<file path="src/rtl/cdda_capture.sv">
// I2S (Philips, 16-bit stereo) receiver that fills a 128-frame ring buffer readable over the sram bus window.
// Optional fill-level interrupt is built when CDDA_CAPTURE_IRQ_EN is defined; otherwise irq is tied low.
module cdda_capture #(
    parameter int ADDR_BITS = 10,
    parameter int IRQ_LEVEL = 64
) (
    input  logic                 clk,
    input  logic                 nrst,
    input  logic                 bck,
    input  logic                 sd,
    input  logic                 lrck,
    input  logic [ADDR_BITS-1:0] sram_a,
    input  logic [7:0]           sram_d_in,
    output logic [7:0]           sram_d_out,
    input  logic                 sram_cs,
    input  logic                 sram_oe,
    input  logic                 sram_we,
    output logic                 sram_wait,
    output logic                 irq
);

    localparam logic [ADDR_BITS-1:0] A_BUF_END = ADDR_BITS'('h200);
    localparam logic [ADDR_BITS-1:0] A_CTRL    = ADDR_BITS'('h200);
    localparam logic [ADDR_BITS-1:0] A_STATUS  = ADDR_BITS'('h201);
    localparam logic [ADDR_BITS-1:0] A_WPTR    = ADDR_BITS'('h202);
    localparam logic [ADDR_BITS-1:0] A_RPTR    = ADDR_BITS'('h203);
    localparam logic [ADDR_BITS-1:0] A_LEVEL   = ADDR_BITS'('h204);

    if (IRQ_LEVEL < 1 || IRQ_LEVEL > 128) begin : g_irq_level_check
        $error("cdda_capture: IRQ_LEVEL must be in 1..128");
    end

    typedef enum logic [1:0] {ST_IDLE, ST_SYNC, ST_LEFT, ST_RIGHT} state_t;

    logic        bck_s1_q, bck_s2_q, bck_d1_q;
    logic        sd_s1_q, sd_s2_q, lrck_s1_q, lrck_s2_q;
    state_t      state_q, state_d;
    logic        lr_prev_q, lr_prev_d;
    logic [4:0]  cnt_q, cnt_d;
    logic [15:0] sh_q, sh_d, left_q, left_d;
    logic [31:0] frame_q, frame_d;
    logic        commit_q, commit_d;
    logic        en_q, en_d, ovf_q, ovf_d, err_q, err_d;
    logic [7:0]  wptr_q, wptr_d, rptr_q, rptr_d;
    logic        rd_pend_q, rd_pend_d;
    logic [1:0]  bsel_q, bsel_d;
    logic [31:0] rd_word_q;
    logic [31:0] buf_mem [128];

    logic        bck_rise, lr_chg, bit_ok, err_set, flush, mem_we, buf_sel, irq_w;
    logic [15:0] sh_n;
    logic [4:0]  cnt_n;
    logic [7:0]  level;

`ifdef CDDA_CAPTURE_IRQ_EN
    localparam logic [7:0] IRQ_THR = 8'(IRQ_LEVEL);
    logic irq_q, irq_d;
    assign irq_w = irq_q;
`else
    assign irq_w = 1'b0;
`endif
    assign irq = irq_w;

    always_comb begin
        state_d   = state_q;
        lr_prev_d = lr_prev_q;
        cnt_d     = cnt_q;
        sh_d      = sh_q;
        left_d    = left_q;
        frame_d   = frame_q;
        commit_d  = 1'b0;
        err_set   = 1'b0;
        bck_rise  = bck_s2_q & ~bck_d1_q;
        lr_chg    = lrck_s2_q ^ lr_prev_q;
        bit_ok    = cnt_q < 5'd16;
        sh_n      = bit_ok ? {sh_q[14:0], sd_s2_q} : sh_q;
        cnt_n     = bit_ok ? cnt_q + 5'd1 : cnt_q;

        // The bit on the edge that reveals an lrck change still belongs to the old word.
        if (bck_rise) begin
            lr_prev_d = lrck_s2_q;
            case (state_q)
                ST_SYNC: begin
                    if (lr_chg && !lrck_s2_q) begin
                        state_d = ST_LEFT;
                        cnt_d   = '0;
                    end
                end
                ST_LEFT: begin
                    sh_d  = sh_n;
                    cnt_d = cnt_n;
                    if (lr_chg) begin
                        cnt_d = '0;
                        if (cnt_n != 5'd16) begin
                            err_set = 1'b1;
                            state_d = ST_SYNC;
                        end else begin
                            left_d  = sh_n;
                            state_d = ST_RIGHT;
                        end
                    end
                end
                ST_RIGHT: begin
                    sh_d  = sh_n;
                    cnt_d = cnt_n;
                    if (bit_ok && cnt_q == 5'd15) begin
                        commit_d = 1'b1;
                        frame_d  = {sh_n, left_q};
                    end
                    if (lr_chg) begin
                        cnt_d   = '0;
                        state_d = ST_LEFT;
                        if (cnt_n != 5'd16) err_set = 1'b1;
                    end
                end
                default: ;
            endcase
        end
        if (!en_q)                  state_d = ST_IDLE;
        else if (state_q == ST_IDLE) state_d = ST_SYNC;

        en_d    = en_q;
        ovf_d   = ovf_q;
        err_d   = err_q | err_set;
        wptr_d  = wptr_q;
        rptr_d  = rptr_q;
        flush   = 1'b0;
        mem_we  = 1'b0;
        level   = wptr_q - rptr_q;
        if (sram_cs && sram_we) begin
            if (sram_a == A_CTRL) begin
                en_d  = sram_d_in[0];
                flush = sram_d_in[1];
            end
            if (sram_a == A_RPTR && (wptr_q - sram_d_in) <= 8'd128) rptr_d = sram_d_in;
        end
        if (commit_q) begin
            if (level == 8'd128) begin
                ovf_d = 1'b1;
            end else begin
                mem_we = 1'b1;
                wptr_d = wptr_q + 8'd1;
            end
        end
        // Flush follows the commit so a same-cycle frame is discarded as well.
        if (flush) begin
            rptr_d = wptr_d;
            ovf_d  = 1'b0;
            err_d  = 1'b0;
        end
`ifdef CDDA_CAPTURE_IRQ_EN
        irq_d = (level >= IRQ_THR) & en_q;
`endif

        buf_sel   = sram_a < A_BUF_END;
        sram_wait = sram_cs & sram_oe & buf_sel & ~rd_pend_q;
        rd_pend_d = sram_wait;
        bsel_d    = sram_wait ? sram_a[1:0] : bsel_q;
        sram_d_out = '0;
        if (sram_cs && sram_oe) begin
            if (buf_sel) begin
                if (rd_pend_q) begin
                    case (bsel_q)
                        2'd0:    sram_d_out = rd_word_q[7:0];
                        2'd1:    sram_d_out = rd_word_q[15:8];
                        2'd2:    sram_d_out = rd_word_q[23:16];
                        default: sram_d_out = rd_word_q[31:24];
                    endcase
                end
            end else begin
                case (sram_a)
                    A_CTRL:   sram_d_out = {7'd0, en_q};
                    A_STATUS: sram_d_out = {5'd0, irq_w, err_q, ovf_q};
                    A_WPTR:   sram_d_out = wptr_q;
                    A_RPTR:   sram_d_out = rptr_q;
                    A_LEVEL:  sram_d_out = level;
                    default:  sram_d_out = '0;
                endcase
            end
        end
    end

    always_ff @(posedge clk or negedge nrst) begin
        if (!nrst) begin
            {bck_s1_q, bck_s2_q, bck_d1_q} <= '0;
            {sd_s1_q, sd_s2_q, lrck_s1_q, lrck_s2_q} <= '0;
            state_q   <= ST_IDLE;
            lr_prev_q <= 1'b0;
            cnt_q     <= '0;
            sh_q      <= '0;
            left_q    <= '0;
            frame_q   <= '0;
            commit_q  <= 1'b0;
            en_q      <= 1'b0;
            ovf_q     <= 1'b0;
            err_q     <= 1'b0;
            wptr_q    <= '0;
            rptr_q    <= '0;
            rd_pend_q <= 1'b0;
            bsel_q    <= '0;
`ifdef CDDA_CAPTURE_IRQ_EN
            irq_q     <= 1'b0;
`endif
        end else begin
            bck_s1_q  <= bck;
            bck_s2_q  <= bck_s1_q;
            bck_d1_q  <= bck_s2_q;
            sd_s1_q   <= sd;
            sd_s2_q   <= sd_s1_q;
            lrck_s1_q <= lrck;
            lrck_s2_q <= lrck_s1_q;
            state_q   <= state_d;
            lr_prev_q <= lr_prev_d;
            cnt_q     <= cnt_d;
            sh_q      <= sh_d;
            left_q    <= left_d;
            frame_q   <= frame_d;
            commit_q  <= commit_d;
            en_q      <= en_d;
            ovf_q     <= ovf_d;
            err_q     <= err_d;
            wptr_q    <= wptr_d;
            rptr_q    <= rptr_d;
            rd_pend_q <= rd_pend_d;
            bsel_q    <= bsel_d;
`ifdef CDDA_CAPTURE_IRQ_EN
            irq_q     <= irq_d;
`endif
        end
    end

    always_ff @(posedge clk) begin
        if (mem_we) buf_mem[wptr_q[6:0]] <= frame_q;
        if (sram_wait) rd_word_q <= buf_mem[sram_a[8:2]];
    end

endmodule
</file>
<file path="config.mk">
export PLATFORM = sky130hd
export DESIGN_NAME = cdda_capture
export DESIGN_NICKNAME = d
export VERILOG_FILES = /design/src/rtl/cdda_capture.sv
export SDC_FILE = /design/constraint.sdc
export NUM_CORES = 2
export LEC_CHECK = 0
export BUFFER_PORTS_ARGS = -buffer_cell sky130_fd_sc_hd__buf_2
export CORE_ASPECT_RATIO = 1.75
export CORE_MARGIN = 2
export CORE_UTILIZATION = 47
export CTS_BUF_LIST = sky130_fd_sc_hd__clkbuf_4 sky130_fd_sc_hd__clkbuf_8
export CTS_CLUSTER_DIAMETER = 150
export DETAILED_ROUTE_END_ITERATION = 16
export SYNTH_ARGS = -nofsm -noshare
export SYNTH_HDL_FRONTEND = slang
export SYNTH_SLANG_ARGS = --single-unit
</file>
<file path="constraint.sdc">
create_clock -name clk -period 16.4 [get_ports clk]
set_input_delay 2.46 -clock clk [delete_from_list [all_inputs] [get_ports clk]]
set_output_delay 2.46 -clock clk [all_outputs]
set_load 0.1 [all_outputs]
</file>
==> metrics.md <==
| Metric | Value |
|---|---|
| CP endpoint kind | `output port` |
| Arrival @ worst endpoint | `5.10 ns` |
| Antenna violations before repair | `34` |
| Vias | `77070` |
| Slew @ Worst Pin | `around 1.5 ns` |
| DRC Markers | `0` |
| Dpl hpwl | `255100 µm` |
| Grt total ovfl | `0` |
| Max cap viols | `1` |
| Post-Syn Nets | `slightly below 7000` |
| Clk sink count | `~4200` |
| Static Leakage | `approximately 45 nW` |
| Rel. slew slack | `-1.137%` |
| Synth Area per Inst | `between 20 and 25 µm²` |
| Slowest CP cell | `nor4b_2` |
| Largest net degree at the start of global routing | `approximately 110` |
| ANT nets after route | `0` |
| Crit path time final | `about 7.6 ns` |
| Post-cts sizing count | `0` |
| Gp weighted congestion | `just under 0.9` |
| Register area share after synthesis | `between 70 and 80%` |
| Vias in the first global route | `roughly 80000` |
| Worst Path Required | `13.94 ns` |
| Final Slew Violations | `2` |
| Post-DP Area | `about 0.17 mm²` |
| Global-route wire length before repair | `between 600000 and 700000 µm` |
| Reg clk slew, reported paths | `around 0.060 ns` |
| Share of cells above drive strength 1 | `roughly 36%` |
| Violated checks | `capacitance limit, slew limit` |
| Synthesis-to-finish area growth | `11.84%` |
| Starting Density | `between 40 and 50%` |
| Crit path largest cell delay | `around 0.74 ns` |
| CTS Hold Bufs | `0` |
| CP Max Fanout | `a little over 80` |
| Final clock skew | `between 0.06 and 0.07 ns` |
| CP cell instances | `buf_8, nor4_1, nand2_1, nor4b_2, a222oi_1, o21ai_0, buf_2` |
| CTS tree | `done` |
| Worst VDD drop | `around 0.089 mV` |
| Root Driver | `clkbuf_8` |
| Drt total wl | `~460000 µm` |
| Post-CTS setup buffer count | `0` |
| Post-route setup TNS | `0 ns` |
| Power per cell area | `110.6 mW/mm²` |
| Post-Syn Area | `approximately 0.16 mm²` |
| #FFs+latches synth | `between 4000 and 5000` |
| Number of synthesized flops with an enable pin | `between 4000 and 5000` |
| Fin crit share | `46.12%` |
| Seq. cell area | `0.1266 mm²` |
| Cell count after synthesis | `6693` |
| YS warnings | `0` |
| Count of port buffers added during placement | `34` |
| Hold Path Class | `flop to flop` |
| Final Power | `~20 mW` |
| Max Freq | `approximately 130 MHz` |
| Yosys cell types | `64` |
| Die Y | `781.4 µm` |
| Worst Setup Start Kind | `primary input` |
| Total track usage | `26.47%` |
| H-Tree Depth | `6` |
| Final setup fails | `0` |
| Async SR Flop Fraction | `2.411%` |
| Core ar. | `~0.34 mm²` |
| Cell Rows | `285` |
| Main synth FF type | `edfxtp_1` |
| # fillers | `26260` |
| DR pass1 iterations | `6` |
| Area of the multi-input gates | `0.03518 mm²` |
| Average wire per standard cell | `roughly 37 µm` |
| WS Path Type | `primary input to output port` |
| # IOs | `36` |
| RSZ-0062 raised after global routing | `no` |
| Later-pin clock latency in the skew report | `between 1 and 1.5 ns` |
| Clock buffer count from CTS | `578` |
| Clock Path Buffers | `4` |
| Status | `finished, violations left` |
| Final net count | `7270` |
| Final hold violations | `0` |
| Full die area | `approximately 0.35 mm²` |
| Width of the die | `448.2 µm` |
| Vias per cell | `between 6 and 7` |
| Iter 0 DRT Violations | `8902` |
| Design area | `roughly 0.18 mm²` |
==> path summary, 6_finish.rpt <==
| kind | to | slack [ns] | startpoint | cells past startpoint |
|---|---|---|---|---|
| setup / recovery | sram_d_out[5] | 8.84 | sram_a[3] | 7 |
| hold / removal | sd_s2_q$_DFF_PN0_ | 0.35 | sd_s1_q$_DFF_PN0_ | 0 |
| setup reg to reg | buf_mem[84][25]$_DFFE_PP_ | 10.38 | wptr_q[0]$_DFF_PN0_ | 13 |
| hold reg to reg | sd_s2_q$_DFF_PN0_ | 0.35 | sd_s1_q$_DFF_PN0_ | 0 |
| max in group asynchronous | frame_q[22]$_DFFE_PN0P_ | 13.51 | nrst | 2 |
| min in group asynchronous | err_q$_DFF_PN0_ | 1.45 | nrst | 1 |
==> per-stage QoR <==
| stage | utilization (%) | std cells | hold slack, ns | setup slack, ns |
|---|---|---|---|---|
| after floorplan | - | 6693 | 0.3312 | 6.983 |
| after global placement | 49.37 | 11220 | 0.3436 | 7.174 |
| after detailed placement | 49.45 | 11240 | 0.3427 | 8.230 |
| after CTS | 52.66 | 12270 | 0.3594 | 8.828 |
| after global routing | 52.74 | 12370 | 0.3670 | 8.587 |
| final | 52.76 | 12390 | 0.3537 | 8.837 |
==> synth_stat cells, types with 3 or more instances <==
master,n,area [µm²]
edfxtp_1,4128,124000
mux4_2,1280,28830
nor2_1,180,675.7
clkbuf_1,161,604.3
buf_2,131,655.6
dfrtp_1,102,2552
mux2i_1,82,820.8
nand2_1,65,244.0
mux2_2,62,698.2
nor2b_1,53,331.6
a31oi_1,50,312.8
buf_1,48,180.2
inv_1,42,157.7
nand3_1,42,210.2
a21oi_1,37,185.2
o21ai_0,33,165.2
o2111ai_1,22,192.7
ha_1,17,212.7
a22oi_1,13,97.59
buf_4,12,90.09
o22ai_1,10,62.56
or3_1,10,62.56
and3_1,9,56.30
xnor2_1,9,78.83
o221ai_1,8,70.07
nand4_4,7,148.9
nor3_1,6,30.03
xor2_1,6,52.55
nor4_1,5,31.28
a21o_1,4,30.03
a311oi_1,4,35.03
nand2b_1,4,25.02
nand4_1,4,25.02
a222oi_1,3,30.03
and2_1,3,18.77
buf_6,3,33.78
nor3b_1,3,22.52
==> power breakdown <==
group	internal, mW	switching, mW	leakage (nW)
Clock	3.99	3.89	5.84
Combinational	0.166	0.328	9.35
Sequential	11.7	0.0152	29.8
==> metal layers <==
metal  GRT usage, %  wire length, µm
met1          31.44           158600
met2          45.79           239000
met3          3.821            29830
met4          15.62            32020
met5              0               91
==> layout make-up <==
cell class	count	share of cell area [%]
diodes	123	0.1695
inverters	42	0.08684
clock buffers	794	5.389
flip-flops and latches	4230	69.75
repair buffers	307	1.354
well taps	4592	3.165
multi-input cells	2066	19.38
clock inverters	235	0.7016
==> cells in the final DEF, fill, tap and decap left out, types with 42 or more instances in the layout <==
cell type     n
a31oi_1      48
clkinv_2     55
mux2i_1      60
clkbuf_4    183
nand3_1      42
nor2_4      127
inv_1        42
nand2_1      65
mux4_2     1280
buf_4       254
clkbuf_8    611
nor2_1       53
mux2_2       62
clkinv_1    146
nor2b_1      49
edfxtp_1   4128
dfrtp_1      70
diode_2     123
==> registers in the layout, indices dropped and copies added (netlist names), 2 cells and up <==
register	cells
buf_mem	4096
frame_q	32
rd_word_q	32
left_q	16
sh_q	16
rptr_q	8
wptr_q	8
cnt_q	5
bsel_q	2
state_q	2
==> worst max-delay path: cells and delay by family <==
family | cells | cell delay [ns]
buffers and inverters | 2 | 0.69
AO/OA/AOI/OAI | 2 | 0.49
AND/OR/NAND/NOR | 3 | 1.42
==> cell families after synthesis <==
family / count (synthesis) / synth area share (%)
XOR/XNOR: 15 / 0.08094
multiplexers: 1424 / 18.70
AO/OA/AOI/OAI: 203 / 0.8333
other: 1 / 0.002310
flip-flops: 4230 / 77.94
AND/OR/NAND/NOR: 404 / 1.232
adder cells (fa/ha/maj): 19 / 0.1557
buffers and inverters: 397 / 1.061
Note: power is estimated with default switching activity, not from simulation.
